==> src/rtl/vec_wb_pkg.sv <==
// Shared types and helpers for the vector wishbone sequencer.
// State encoding, stream opcodes, error word, address decode.
package vec_wb_pkg;

  typedef enum logic [3:0] {
    S_IDLE,
    S_INSTR,
    S_LD_OP,
    S_LD_DATA,
    S_ST_OP,
    S_ST_IDX,
    S_ST_WAIT,
    S_ACK,
    S_ERR
  } state_e;

  localparam logic [31:0] VLOAD_OP  = {5'b00000, 27'b0};
  localparam logic [31:0] VSTORE_OP = {5'b00001, 27'b0};
  localparam logic [31:0] ERR_DATA  = 32'hDEAD_BEEF;

  // Addresses below the data window wrap to a huge
  // offset, so the single range compare rejects them.
  function automatic state_e decode_req(
    input logic [31:0] adr,
    input logic [31:0] base,
    input logic [31:0] words,
    input logic        we,
    input logic [3:0]  sel
  );
    logic [31:0] off;
    state_e      st;
    off = adr - base - 32'd4;
    st  = S_ERR;
    if (adr == base) begin
      st = we ? S_INSTR : S_ERR;
    end else if (off[1:0] == 2'b00 &&
                 (off >> 2) < words) begin
      if (!we)
        st = S_ST_OP;
      else if (sel == 4'hF)
        st = S_LD_OP;
      else
        st = S_ERR;
    end
    return st;
  endfunction

  function automatic logic [31:0] word_index(
    input logic [31:0] adr,
    input logic [31:0] base
  );
    return (adr - base - 32'd4) >> 2;
  endfunction

endpackage

==> src/rtl/vec_wb_watchdog.sv <==
// Wait-state watchdog: counts cycles while enabled, cleared on clr.
// Ports: clk, rst (sync, high), clr_i, en_i, expired_o.
module vec_wb_watchdog #(
  parameter int unsigned TIMEOUT = 255
) (
  input  logic clk,
  input  logic rst,
  input  logic clr_i,
  input  logic en_i,
  output logic expired_o
);

  localparam int W = $clog2(TIMEOUT + 1);
  localparam logic [W-1:0] LIMIT = W'(TIMEOUT - 1);

  logic [W-1:0] cnt_q;
  logic [W-1:0] cnt_d;

  always_comb begin
    cnt_d = cnt_q;
    if (clr_i)
      cnt_d = '0;
    else if (en_i && cnt_q != LIMIT)
      cnt_d = cnt_q + 1'b1;
  end

  always_ff @(posedge clk) begin
    if (rst)
      cnt_q <= '0;
    else
      cnt_q <= cnt_d;
  end

  // Fires on the last permitted cycle so the state
  // is left after exactly TIMEOUT cycles of waiting.
  assign expired_o = en_i && (cnt_q == LIMIT);

endmodule

==> src/rtl/vec_wb_sequencer.sv <==
// Wishbone slave that sequences host accesses into vector streams.
// Ports: wishbone slave, instruction/load sinks, store source.
module vec_wb_sequencer
  import vec_wb_pkg::*;
#(
  parameter logic [31:0] BASE_ADDR = 32'h3000_0000,
  parameter int unsigned NUM_WORDS = 32,
  parameter int unsigned TIMEOUT   = 255
) (
  input  logic        wb_clk_i,
  input  logic        wb_rst_i,
  input  logic        wbs_stb_i,
  input  logic        wbs_cyc_i,
  input  logic        wbs_we_i,
  input  logic [3:0]  wbs_sel_i,
  input  logic [31:0] wbs_adr_i,
  input  logic [31:0] wbs_dat_i,
  output logic        wbs_ack_o,
  output logic        wbs_err_o,
  output logic [31:0] wbs_dat_o,
  output logic [31:0] instruction_recv_msg,
  output logic        instruction_recv_val,
  input  logic        instruction_recv_rdy,
  output logic [63:0] load_recv_msg,
  output logic        load_recv_val,
  input  logic        load_recv_rdy,
  input  logic [31:0] store_send_msg,
  input  logic        store_send_val,
  output logic        store_send_rdy
);

  state_e      state_q, state_d;
  logic [31:0] dat_q, dat_d;
  logic [31:0] idx_q, idx_d;
  logic [31:0] rd_q, rd_d;
  logic        blank_q, blank_d;
  logic        ival_q, ival_d;
  logic [31:0] imsg_q, imsg_d;
  logic        lval_q, lval_d;
  logic [63:0] lmsg_q, lmsg_d;
  logic        srdy_q, srdy_d;
  logic        ack_q, ack_d;
  logic        err_q, err_d;
  logic [31:0] wdat_q, wdat_d;

  logic wd_en;
  logic wd_clr;
  logic wd_expired;

  assign wd_en = state_q inside {S_INSTR, S_LD_OP,
    S_LD_DATA, S_ST_OP, S_ST_IDX, S_ST_WAIT};
  assign wd_clr = (state_d != state_q);

  vec_wb_watchdog #(
    .TIMEOUT(TIMEOUT)
  ) u_wd (
    .clk      (wb_clk_i),
    .rst      (wb_rst_i),
    .clr_i    (wd_clr),
    .en_i     (wd_en),
    .expired_o(wd_expired)
  );

  always_comb begin
    state_d = state_q;
    dat_d   = dat_q;
    idx_d   = idx_q;
    rd_d    = rd_q;
    unique case (state_q)
      S_IDLE: begin
        // blank_q masks the cycle after a termination
        if (!blank_q && wbs_cyc_i && wbs_stb_i) begin
          state_d = decode_req(wbs_adr_i, BASE_ADDR,
            32'(NUM_WORDS), wbs_we_i, wbs_sel_i);
          dat_d = wbs_dat_i;
          idx_d = word_index(wbs_adr_i, BASE_ADDR);
          rd_d  = '0;
        end
      end
      S_INSTR:
        if (instruction_recv_rdy) state_d = S_ACK;
      S_LD_OP:
        if (instruction_recv_rdy) state_d = S_LD_DATA;
      S_LD_DATA:
        if (load_recv_rdy) state_d = S_ACK;
      S_ST_OP:
        if (instruction_recv_rdy) state_d = S_ST_IDX;
      S_ST_IDX:
        if (load_recv_rdy) state_d = S_ST_WAIT;
      S_ST_WAIT:
        if (store_send_val) begin
          rd_d    = store_send_msg;
          state_d = S_ACK;
        end
      S_ACK, S_ERR:
        state_d = S_IDLE;
      default:
        state_d = S_IDLE;
    endcase
    // A handshake on the final cycle still wins.
    if (wd_en && state_d == state_q && wd_expired)
      state_d = S_ERR;

    blank_d = (state_q == S_ACK) || (state_q == S_ERR);

    // Outputs follow the state being entered.
    ival_d = state_d inside {S_INSTR, S_LD_OP, S_ST_OP};
    imsg_d = '0;
    unique case (1'b1)
      (state_d == S_INSTR): imsg_d = dat_d;
      (state_d == S_LD_OP): imsg_d = VLOAD_OP;
      (state_d == S_ST_OP): imsg_d = VSTORE_OP;
      default:              imsg_d = '0;
    endcase
    lval_d = state_d inside {S_LD_DATA, S_ST_IDX};
    lmsg_d = '0;
    unique case (1'b1)
      (state_d == S_LD_DATA): lmsg_d = {idx_d, dat_d};
      (state_d == S_ST_IDX):  lmsg_d = {idx_d, 32'h0};
      default:                lmsg_d = '0;
    endcase
    srdy_d = (state_d == S_ST_WAIT);
    ack_d  = (state_d == S_ACK);
    err_d  = (state_d == S_ERR);
    wdat_d = '0;
    unique case (1'b1)
      ack_d:   wdat_d = rd_d;
      err_d:   wdat_d = ERR_DATA;
      default: wdat_d = '0;
    endcase
  end

  always_ff @(posedge wb_clk_i) begin
    if (wb_rst_i) begin
      state_q <= S_IDLE;
      dat_q   <= '0;
      idx_q   <= '0;
      rd_q    <= '0;
      blank_q <= 1'b0;
      ival_q  <= 1'b0;
      imsg_q  <= '0;
      lval_q  <= 1'b0;
      lmsg_q  <= '0;
      srdy_q  <= 1'b0;
      ack_q   <= 1'b0;
      err_q   <= 1'b0;
      wdat_q  <= '0;
    end else begin
      state_q <= state_d;
      dat_q   <= dat_d;
      idx_q   <= idx_d;
      rd_q    <= rd_d;
      blank_q <= blank_d;
      ival_q  <= ival_d;
      imsg_q  <= imsg_d;
      lval_q  <= lval_d;
      lmsg_q  <= lmsg_d;
      srdy_q  <= srdy_d;
      ack_q   <= ack_d;
      err_q   <= err_d;
      wdat_q  <= wdat_d;
    end
  end

  assign instruction_recv_val = ival_q;
  assign instruction_recv_msg = imsg_q;
  assign load_recv_val        = lval_q;
  assign load_recv_msg        = lmsg_q;
  assign store_send_rdy       = srdy_q;
  assign wbs_ack_o            = ack_q;
  assign wbs_err_o            = err_q;
  assign wbs_dat_o            = wdat_q;

endmodule

==> config.mk <==
export PLATFORM = sky130hd
export DESIGN_NAME = vec_wb_sequencer
export DESIGN_NICKNAME = d
export VERILOG_FILES = /design/src/rtl/vec_wb_pkg.sv /design/src/rtl/vec_wb_watchdog.sv /design/src/rtl/vec_wb_sequencer.sv
export SDC_FILE = /design/constraint.sdc
export NUM_CORES = 1
export LEC_CHECK = 0
export CAP_MARGIN = 10
export CORE_UTILIZATION = 25
export CTS_BUF_LIST = sky130_fd_sc_hd__clkbuf_8 sky130_fd_sc_hd__clkbuf_16
export DETAILED_ROUTE_END_ITERATION = 8
export PLACE_DENSITY = 0.47
export SYNTH_ARGS = -nofsm -noshare
export SYNTH_HDL_FRONTEND = slang
export SYNTH_SLANG_ARGS = --single-unit
==> constraint.sdc <==
create_clock -name wb_clk_i -period 4.26 [get_ports wb_clk_i]
set_clock_uncertainty 0.1 [all_clocks]
set_input_delay 0.426 -clock wb_clk_i [delete_from_list [all_inputs] [get_ports wb_clk_i]]
set_output_delay 0.426 -clock wb_clk_i [all_outputs]
set_load 0.01 [all_outputs]
==> out/qor.yml <==
outcome:
  outcome: "finished, violations left"
  violations: "DRC"
sta:
  hold_viol_final: 0
  tns_ps: 0
  fin_crit_sh_pct: 88.11
  max_slew.worst_pin.slew_ps: 852.5
  rsz0062_at_grt: "false"
  maxSlewViolCount: 0
  fmax_mhz: 266.4
  finalWorstSetupSlack_ps: 506.6
  setup_viol: 0
  period_minus_slack_ps: 3753
  slew_headroom_pct: 43.03
cts:
  holdBufCountCts: 0
  cts_inserted_buffers: 28
  cts_tree: "done"
  htreeDepth: 1
  clk_pin_slew_worst_paths_ps: 60
  cts_buffer_depth: 3
  cts-root-buf: "clkbuf_16"
  post_cts_resize_count: 0
  cts.sinks: 242
  cts_setup_buffers: 0
  worstSkewPairLatency_ps: 530
critical_path:
  critPathKind: "in2reg"
  ff2ff_setup_slack_ps: 980
  critPathMaxStageDelay_ps: 600
  cp_common_cell: "buf_4"
  critPathArrivalTime_ps: 4090
  crit_chain: "clkdlybuf4s50_1, buf_4, or4_1, buf_4, nor3_1, a21boi_0, nor2_1, nand4_1, nor4_2, or2_0, buf_4, xnor2_4, buf_12, nor3b_1"
  crit_path_end_kind: "register"
  r2r_cells: 7
  r2r_end: "instruction_recv_msg[27]"
  cp_max_fo: 13
  reg2reg_from: "state_q[0]"
  slowest_stage: "or4_1"
  cp-start-kind: "input port"
  cp.required_ps: 4600
cells_and_area:
  nets: 1323
  design_area_um2: 13240
  num_antenna_cells: 0
  drive_above_1_share_pct: 14.24
  seqCellArea_um2: 4845
  instances_no_fill: 1690
  fill_cells: 3598
  fin_util_pct: 37.12
  layout-area-overhead-vs-synth_pct: 45.74
  multi_input_area_um2: 3802
yosys:
  yosysUniqueCellTypes: 64
  synth_enable_flop_cells: 0
  async_reset_ff_share_pct: 0
  ys_seq_area_share_pct: 53.35
  synth_top_area_share_pct: 53.35
  synthTopCellsByCount: "dfxtp_1, nor2_1, clkbuf_1, inv_1, a22oi_1"
  synth_nets: 1063
  syn_inst: 952
  yosys.area.top_type: "dfxtp_1"
  synth_area_leaders: "dfxtp_1, nor2_1, mux2i_1, a22oi_1, nor3b_1"
  synth-seq-cells: 242
  synth_ff_type: "dfxtp_1"
  synth.most_common_cell: "dfxtp_1"
  synth.yosys.warnings: 0
  synth_area_per_cell_um2: 9.539
  syn_area_um2: 9081
place:
  gp_congestion: 0.8660
  dp_hpwl_mm: 19.41
  place_inst: 1643
  placed_area_um2: 12320
  place_ws_ps: 22.86
  io_buffers: 240
route:
  first_pass_iters: 7
  routed_wl_mm: 27.88
  wire_per_inst_um: 16.49
  ant_nets: 0
  drtIter0Drc: 475
  vias_per_cell: 4.538
  vias: 7669
  drc: 22
floorplan:
  die_area_um2: 37090
  die-height_um: 192.6
  io_pins: 241
  die_x_um: 192.6
  start_util_pct: 25.47
  row_count: 69
  fp.coreArea_um2: 35660
hold_path:
  hold_path_end: "idx_q[29]"
  hold-path-cell-count: 2
  hold_class: "in2reg"
  hold_start: "wb_rst_i"
global_route:
  grt_util_all_layers_pct: 14.59
  grt_pass1_wl_mm: 42.11
  grt.overflow.total: 0
  grt_pass1_vias: 7381
  grt_start_max_net_pins: 73
  antenna_found_initial: 0
pwr:
  power_density_nw_per_um2: 380.8
  vdd_ir_drop_max_uv: 410.9
  leakage_nw: 4.844
run:
  cap_violations: 0
[worst max-delay path: cells and delay by family]
kind,cells,cell delay [ps]
simple gates,7,2130
buf+inv,5,1170
compound gates,1,170
xor+xnor,1,170
[layout by cell type, fill, tap and decap left out, drive strengths merged, types with 22 or more instances in the layout]
master	Yosys	routed
nor3	31	31
dfxtp	242	242
buf	19	63
clkdlybuf4s50	0	239
mux2i	34	34
or2	37	37
a22oi	36	36
clkbuf	53	37
inv	42	46
o31ai	30	30
nor4	22	22
nor2	168	168
nor3b	32	32
[cell families (layout without fill, tap and decap cells)]
logic type,count (synthesis),count (layout),share of synthesized area [%]
compound gates,144,144,11.50
xor+xnor,26,26,2.590
fa+ha+maj,3,3,0.4134
buf+inv,114,391,5.167
flops,242,242,53.35
mux,35,35,3.872
simple gates,388,388,23.11
[power breakdown]
| part | internal, mW | switching, mW | total, mW | leakage (nW) |
|---|---|---|---|---|
| Sequential | 2.31 | 0.0115 | 2.32 | 1.96 |
| Combinational | 0.203 | 0.189 | 0.392 | 2.42 |
| Clock | 1.42 | 0.910 | 2.33 | 0.459 |
| Total | 3.93 | 1.11 | 5.04 | 4.84 |
[worst max-delay path by stage]
stage                         to          from  cells after the start
6_report       load_recv_msg[46]  wbs_adr_i[2]                     14
5_1_grt            wbs_dat_o[27]  wbs_adr_i[2]                     12
4_1_cts        load_recv_msg[61]  wbs_adr_i[2]                     14
3_5_place_dp   load_recv_msg[61]  wbs_adr_i[2]                     14
3_3_place_gp   load_recv_msg[61]  wbs_adr_i[2]                     14
2_1_floorplan      wbs_dat_o[26]  wbs_adr_i[2]                     14
[flip-flops by register name, indices dropped and copies added, names as in the netlist]
name / count
wbs_ack_o: 1
u_wd.cnt_q: 8
load_recv_val: 1
load_recv_msg: 64
store_send_rdy: 1
rd_q: 32
state_q: 4
wbs_dat_o: 32
blank_q: 1
wbs_err_o: 1
instruction_recv_msg: 32
dat_q: 32
idx_q: 32
instruction_recv_val: 1
[final cells by class]
| cell class | count | area share, % |
|---|---|---|
| repair buffers | 302 | 22.22 |
| flip-flops and latches | 242 | 36.60 |
| inverters | 42 | 1.191 |
| clock buffers | 37 | 6.315 |
| multi-input cells | 596 | 28.73 |
| well taps | 461 | 4.358 |
| clock inverters | 10 | 0.5861 |
[per-layer routing]
layer	vias to the layer above	share of wire (%)	global-route usage, %
met1	3608	46	19.53
met5	-	0	0
met4	0	2.1	3.604
li1	3806	-	-
met3	36	6.1	3.346
met2	219	46	23.50
[through the flow]
step           hold slack [ps]  total power, mW
5_1_grt                  348.7            5.249
6_report                 332.5            5.039
3_5_place_dp             351.5            2.762
2_1_floorplan            333.6            2.553
3_3_place_gp             347.9            2.761
4_1_cts                  323.4            5.131
No activity file was read; power rests on OpenSTA's default activity.
==> RTL edit 1: new RTL, same flow settings <==
Register the output `wbs_err_o` once more, with the module's reset; this adds one clock of latency there. The other outputs are not delayed to match.
--- a/src/rtl/vec_wb_sequencer.sv
+++ b/src/rtl/vec_wb_sequencer.sv
@@ -170,3 +170,9 @@
   assign wbs_ack_o            = ack_q;
-  assign wbs_err_o            = err_q;
+  always_ff @(posedge wb_clk_i) begin
+    if (wb_rst_i) begin
+      wbs_err_o <= '0;
+    end else begin
+      wbs_err_o <= err_q;
+    end
+  end
   assign wbs_dat_o            = wdat_q;
Function: changed (a bounded check fails within 4 cycles, from zero or initial values and one cycle with wb_rst_i high).
==> RTL edit 1 against the original RTL <==
- wire length down 6.8%
- sequential cell count increased by 1
- sequential share of layout area is 0.81 points higher
- critical path depth is 3 lower
- setup slack got worse by 64 ps
- largest cell class unchanged
- final area down 1.7%
- area after synthesis down 1.9%
- power is 1.0% lower
- critical endpoint is now wbs_dat_o[28]
==> RTL edit 1: results (changes against the original RTL) <==
Number of global-route vias before repair - 7283 (was 7381)
Synth top cells by count - dfxtp_1, nor2_1, clkbuf_1 (unchanged)
Top post-synthesis cells by area - dfxtp_1, nor2_1, mux2i_1 (unchanged)
H-tree Lvls - 1 (unchanged)
Peak VDD IR - 0.309 mV (was 0.411 mV)
Distinct cell type count of the synthesized netlist - 55 (was 64)
Place WS - -53.7 ps (was 22.9 ps)
Cells after DPL - 1609 (was 1643)
Clock Pin Slew Worst Setup and Hold Paths - 60 ps (about the same)
Run status - completed (was finished, violations left)
Vias - 7233 (was 7669)
Syn_nets - 1036 (was 1063)
Crit-path max FO - 32 (was 13)
Post-cts resize count - 0 (unchanged)
Share of cells above drive strength 1 - 0.132 (was 0.142)
WHS - 272 ps (was 333 ps)
Worst EP arrival - 4160 ps (was 4090 ps)
Initial detailed-routing violation count - 326 (was 475)
Worst path max stage delay - 570 ps (was 600 ps)
Routed WL - 26.0 mm (was 27.9 mm)
Max reg flops - 64 (unchanged)
Initial DRT Pass Iterations - 4 (was 7)
Initial antenna violation count - 5 (was 0)
Global-route wire length before repair - 40.7 mm (was 42.1 mm)
Register area share after synthesis - 0.546 (was 0.533)
Warnings, synthesis - 0 (unchanged)
Largest net degree at the start of global routing - 63 (was 73)
HP Class - input pin to flip-flop (unchanged)
Internal reg-to-reg setup slack - 1120 ps (was 980 ps)
Port bufs - 240 (unchanged)
Top delay family on crit path - simple AND/OR/NAND/NOR gates (unchanged)
Number of synthesized flops with an enable pin - 0 (unchanged)
Postcts setup bufs - 0 (unchanged)
Rel. slew slack - 0.495 (was 0.430)
Cells after synthesis - 925 (was 952)
Hold Path Cell Cnt - 2 (unchanged)
RD Place Congestion - 0.822 (was 0.866)
CTS Buffer Depth - 3 (unchanged)
Tot GR Track Use - 0.141 (was 0.146)
Post-route minimum period - 3820 ps (was 3750 ps)
CTS Buf Count - 28 (unchanged)
Root Driver - clkbuf_16 (unchanged)
Post-DP HPWL - 18.1 mm (was 19.4 mm)
Net count, final - 1295 (was 1323)
Max stage delay cell, worst path - clkdlybuf4s50_1 (was or4_1)
Non-filler instance count after layout - 1659 (was 1690)
Antenna Nets Post-Route - 0 (unchanged)
Reg2Reg Depth - 7 (unchanged)
Leakage - 4.86 nW (was 4.84 nW)
FFs w/ async S/R, synth - 0 (unchanged)
==> RTL edit 1: path summary, 6_finish.rpt <==
check / from / end
min: wb_rst_i / blank_q
max reg2reg: state_q[0] / wbs_dat_o[28]
max: wbs_adr_i[8] / wbs_dat_o[28]
min reg2reg: err_q / wbs_err_o
==> RTL edit 1: cell families (layout without fill, tap and decap cells) <==
family	Yosys count	in the layout	synth area share
AO/OA/AOI/OAI	134	134	0.123
XOR/XNOR	33	33	0.0324
adder cells (fa/ha/maj)	3	3	0.00421
buffers and inverters	112	388	0.0504
flip-flops	243	243	0.546
multiplexers	35	35	0.0393
other	0	3	0
AND/OR/NAND/NOR	365	365	0.205
==> RTL edit 1: final cells by class <==
type / instances / area (sq um)
sequential: 243 / 4860
fill: 3492 / 21800
multi-input combinational: 570 / 3610
clock inverter: 13 / 90.1
tap: 455 / 569
antenna: 3 / 7.51
timing repair buffer: 296 / 2900
clock buffer: 34 / 795
inverter: 45 / 169
==> RTL edit 1: routing by layer <==
layer | GRT usage | routed length [microns]
met5 | 0 | 30
met4 | 0.0431 | 664
met3 | 0.0447 | 2020
met2 | 0.219 | 11500
met1 | 0.184 | 11700
==> RTL edit 1: report_power, final <==
part	internal, mW	switching, mW
Clock	1.37	0.907
Sequential	2.32	0.0117
Combinational	0.202	0.184
Total	3.89	1.10
==> RTL edit 1: stage by stage <==
step                      utilization  instance area, sq um
after CTS                       0.373                 13000
after global placement          0.348                 12100
after floorplan                     -                  8910
after global routing            0.373                 13000
final                           0.374                 13000
after detailed placement        0.348                 12100
==> RTL edit 2: new RTL, same settings <==
Without the edit above. `TIMEOUT` is set to 255 in 2 places; all go to 510.
--- a/src/rtl/vec_wb_watchdog.sv
+++ b/src/rtl/vec_wb_watchdog.sv
@@ -3,3 +3,3 @@
 module vec_wb_watchdog #(
-  parameter int unsigned TIMEOUT = 255
+  parameter int unsigned TIMEOUT = 510
 ) (
--- a/src/rtl/vec_wb_sequencer.sv
+++ b/src/rtl/vec_wb_sequencer.sv
@@ -7,3 +7,3 @@
   parameter int unsigned NUM_WORDS = 32,
-  parameter int unsigned TIMEOUT   = 255
+  parameter int unsigned TIMEOUT   = 510
 ) (
Formal check against the unedited RTL: no difference found for any inputs over 10 cycles, from zero or initial values and one cycle with wb_rst_i high; that may be too few to reach the edited logic, so the function may still have changed.
==> RTL edit 2 against the original RTL <==
- sequential cell count grew 1
- setup slack gained 240 ps
- cell count decreased by 4.6%
- area after synthesis decreased by 1.4%
- wire length decreased by 6.0%
- final area fell by 2.9%
- highest routed layer unchanged
Power is not compared: it rests on default switching activity, and its combinational part moved more than twofold at a synthesized area within 25%.
==> RTL edit 2: results (changes against the original RTL) <==
Run status - completed (was finished, violations left)
Root Driver - clkbuf_16 (unchanged)
Cells after synthesis - 904 (was 952)
Peak VDD IR - 0.272 mV
FFs w/ async S/R, synth - 0 (unchanged)
Vias - 7118 (was 7669)
Dpl cell area - 0.0119 sq mm (was 0.0123 sq mm)
Metal-1 WL - 11.5 mm (was 12.9 mm)
Max stage delay cell, worst path - clkdlybuf4s50_1 (was or4_1)
Critical path origin - wbs_adr_i[2] (unchanged)
GR met2 Demand/Resource - 0.222 (was 0.235)
H-tree Lvls - 1 (unchanged)
Synth top cells by count - dfxtp_1, nor2_1, inv_1 (was dfxtp_1, nor2_1, clkbuf_1)
Cells after DPL - 1561 (was 1643)
Main flop type after synthesis - dfxtp_1 (unchanged)
HP Class - flip-flop to flip-flop (was input pin to flip-flop)
Post-DP HPWL - 18.0 mm (was 19.4 mm)
Net count, final - 1248 (was 1323)
Met3 Wirelength - 2.72 mm (was 1.71 mm)
Hold_sp - idx_q[30] (was wb_rst_i)
Worst EP arrival - 3840 ps (was 4090 ps)
Met3 Usage GRT - 0.0567 (was 0.0335)
Post-cts resize count - 0 (unchanged)
Max Used Layer - met4 (unchanged)
Global-route met1 utilization - 0.175 (was 0.195)
Fillcell total - 3546 (was 3598)
Number of global-route vias before repair - 7192 (was 7381)
Leakage - 4.87 nW
Register area share after synthesis - 0.544 (was 0.533)
Max reg flops - 64 (unchanged)
Top post-synthesis cells by area - dfxtp_1, nor2_1, mux2i_1 (unchanged)
Initial detailed-routing violation count - 291 (was 475)
Routed WL - 26.2 mm (was 27.9 mm)
Tot GR Track Use - 0.139 (was 0.146)
Share of cells above drive strength 1 - 0.122 (was 0.142)
Final setup violation count - 0 (unchanged)
Crit Reg-Reg Startpoint - state_q[1] (was state_q[0])
Diodes inserted - 0 (unchanged)
Initial DRT Pass Iterations - 4 (was 7)
CTS Buf Count - 29 (was 28)
Place WS - 219 ps (was 22.9 ps)
RD Place Congestion - 0.782 (was 0.866)
Latest clock arrival within the worst-skew pair - 530 ps (about the same)
Largest net degree at the start of global routing - 86 (was 73)
Rel. slew slack - 0.462 (was 0.430)
Crit-path max FO - 25 (was 13)
Global-route wire length before repair - 40.0 mm (was 42.1 mm)
Postcts setup bufs - 0 (unchanged)
Switching power - 1.67 mW
Wire per inst - 16.3 microns (was 16.5 microns)
Distinct cell type count of the synthesized netlist - 66 (was 64)
Worst path max stage delay - 490 ps (was 600 ps)
Clock Pin Slew Worst Setup and Hold Paths - 60 ps (about the same)
Syn_nets - 1015 (was 1063)
Detail Route met2 WL - 11.6 mm (was 12.7 mm)
-- RTL edit 2: cell count changes after synthesis, sizes merged, moves of 6 or more --
cell    unedited run  this run
a21boi             2        32
nor3b             32         3
a21o               1        25
o31ai             30         7
nor3              31        15
clkbuf            53        38
a21oi             20        10
nand2             19        29
and2               4        13
nor4              22        15
nand3             14         8
or2               37        31
or4                9         3
-- RTL edit 2: logic make-up after synthesis --
family | synth area share
compound gates | 0.151
xor+xnor | 0.0303
fa+ha+maj | 0.00419
buf+inv | 0.0470
flops | 0.544
mux | 0.0347
simple gates | 0.189
-- RTL edit 2: critical path: cells and delay by family --
family,cells,cell delay (ps)
AOI/OAI and AO/OA,3,410
adders and majority gates,1,190
buffers and inverters,5,1330
and+or+nand+nor,4,1460
-- RTL edit 2: cell type report --
type                            count  area, sq um  area share
Clock buffer                       33          781      0.0608
Clock inverter                     18          185      0.0144
Inverter                           41          154      0.0120
Multi-Input combinational cell    562         3700       0.288
Sequential cell                   243         4860       0.379
Tap cell                          455          569      0.0443
Timing Repair Buffer              260         2600       0.202
-- RTL edit 2: final timing paths --
path,cells past startpoint,to,slack (ps)
worst max-delay path,13,wbs_dat_o[16],740
worst min-delay path,1,idx_q[30],350
worst max register to register,8,load_recv_msg[50],1100
worst min register to register,1,idx_q[30],350
-- RTL edit 2: power by group through the flow --
stage                     logic [mW]  clock network [mW]  registers [mW]
final                           1.15                2.48            2.53
after global routing            1.28                2.65            2.55
after CTS                       1.18                2.56            2.53
after detailed placement        1.17                   0            2.58
after global placement          1.17                   0            2.57
after floorplan                0.673                   0            2.57
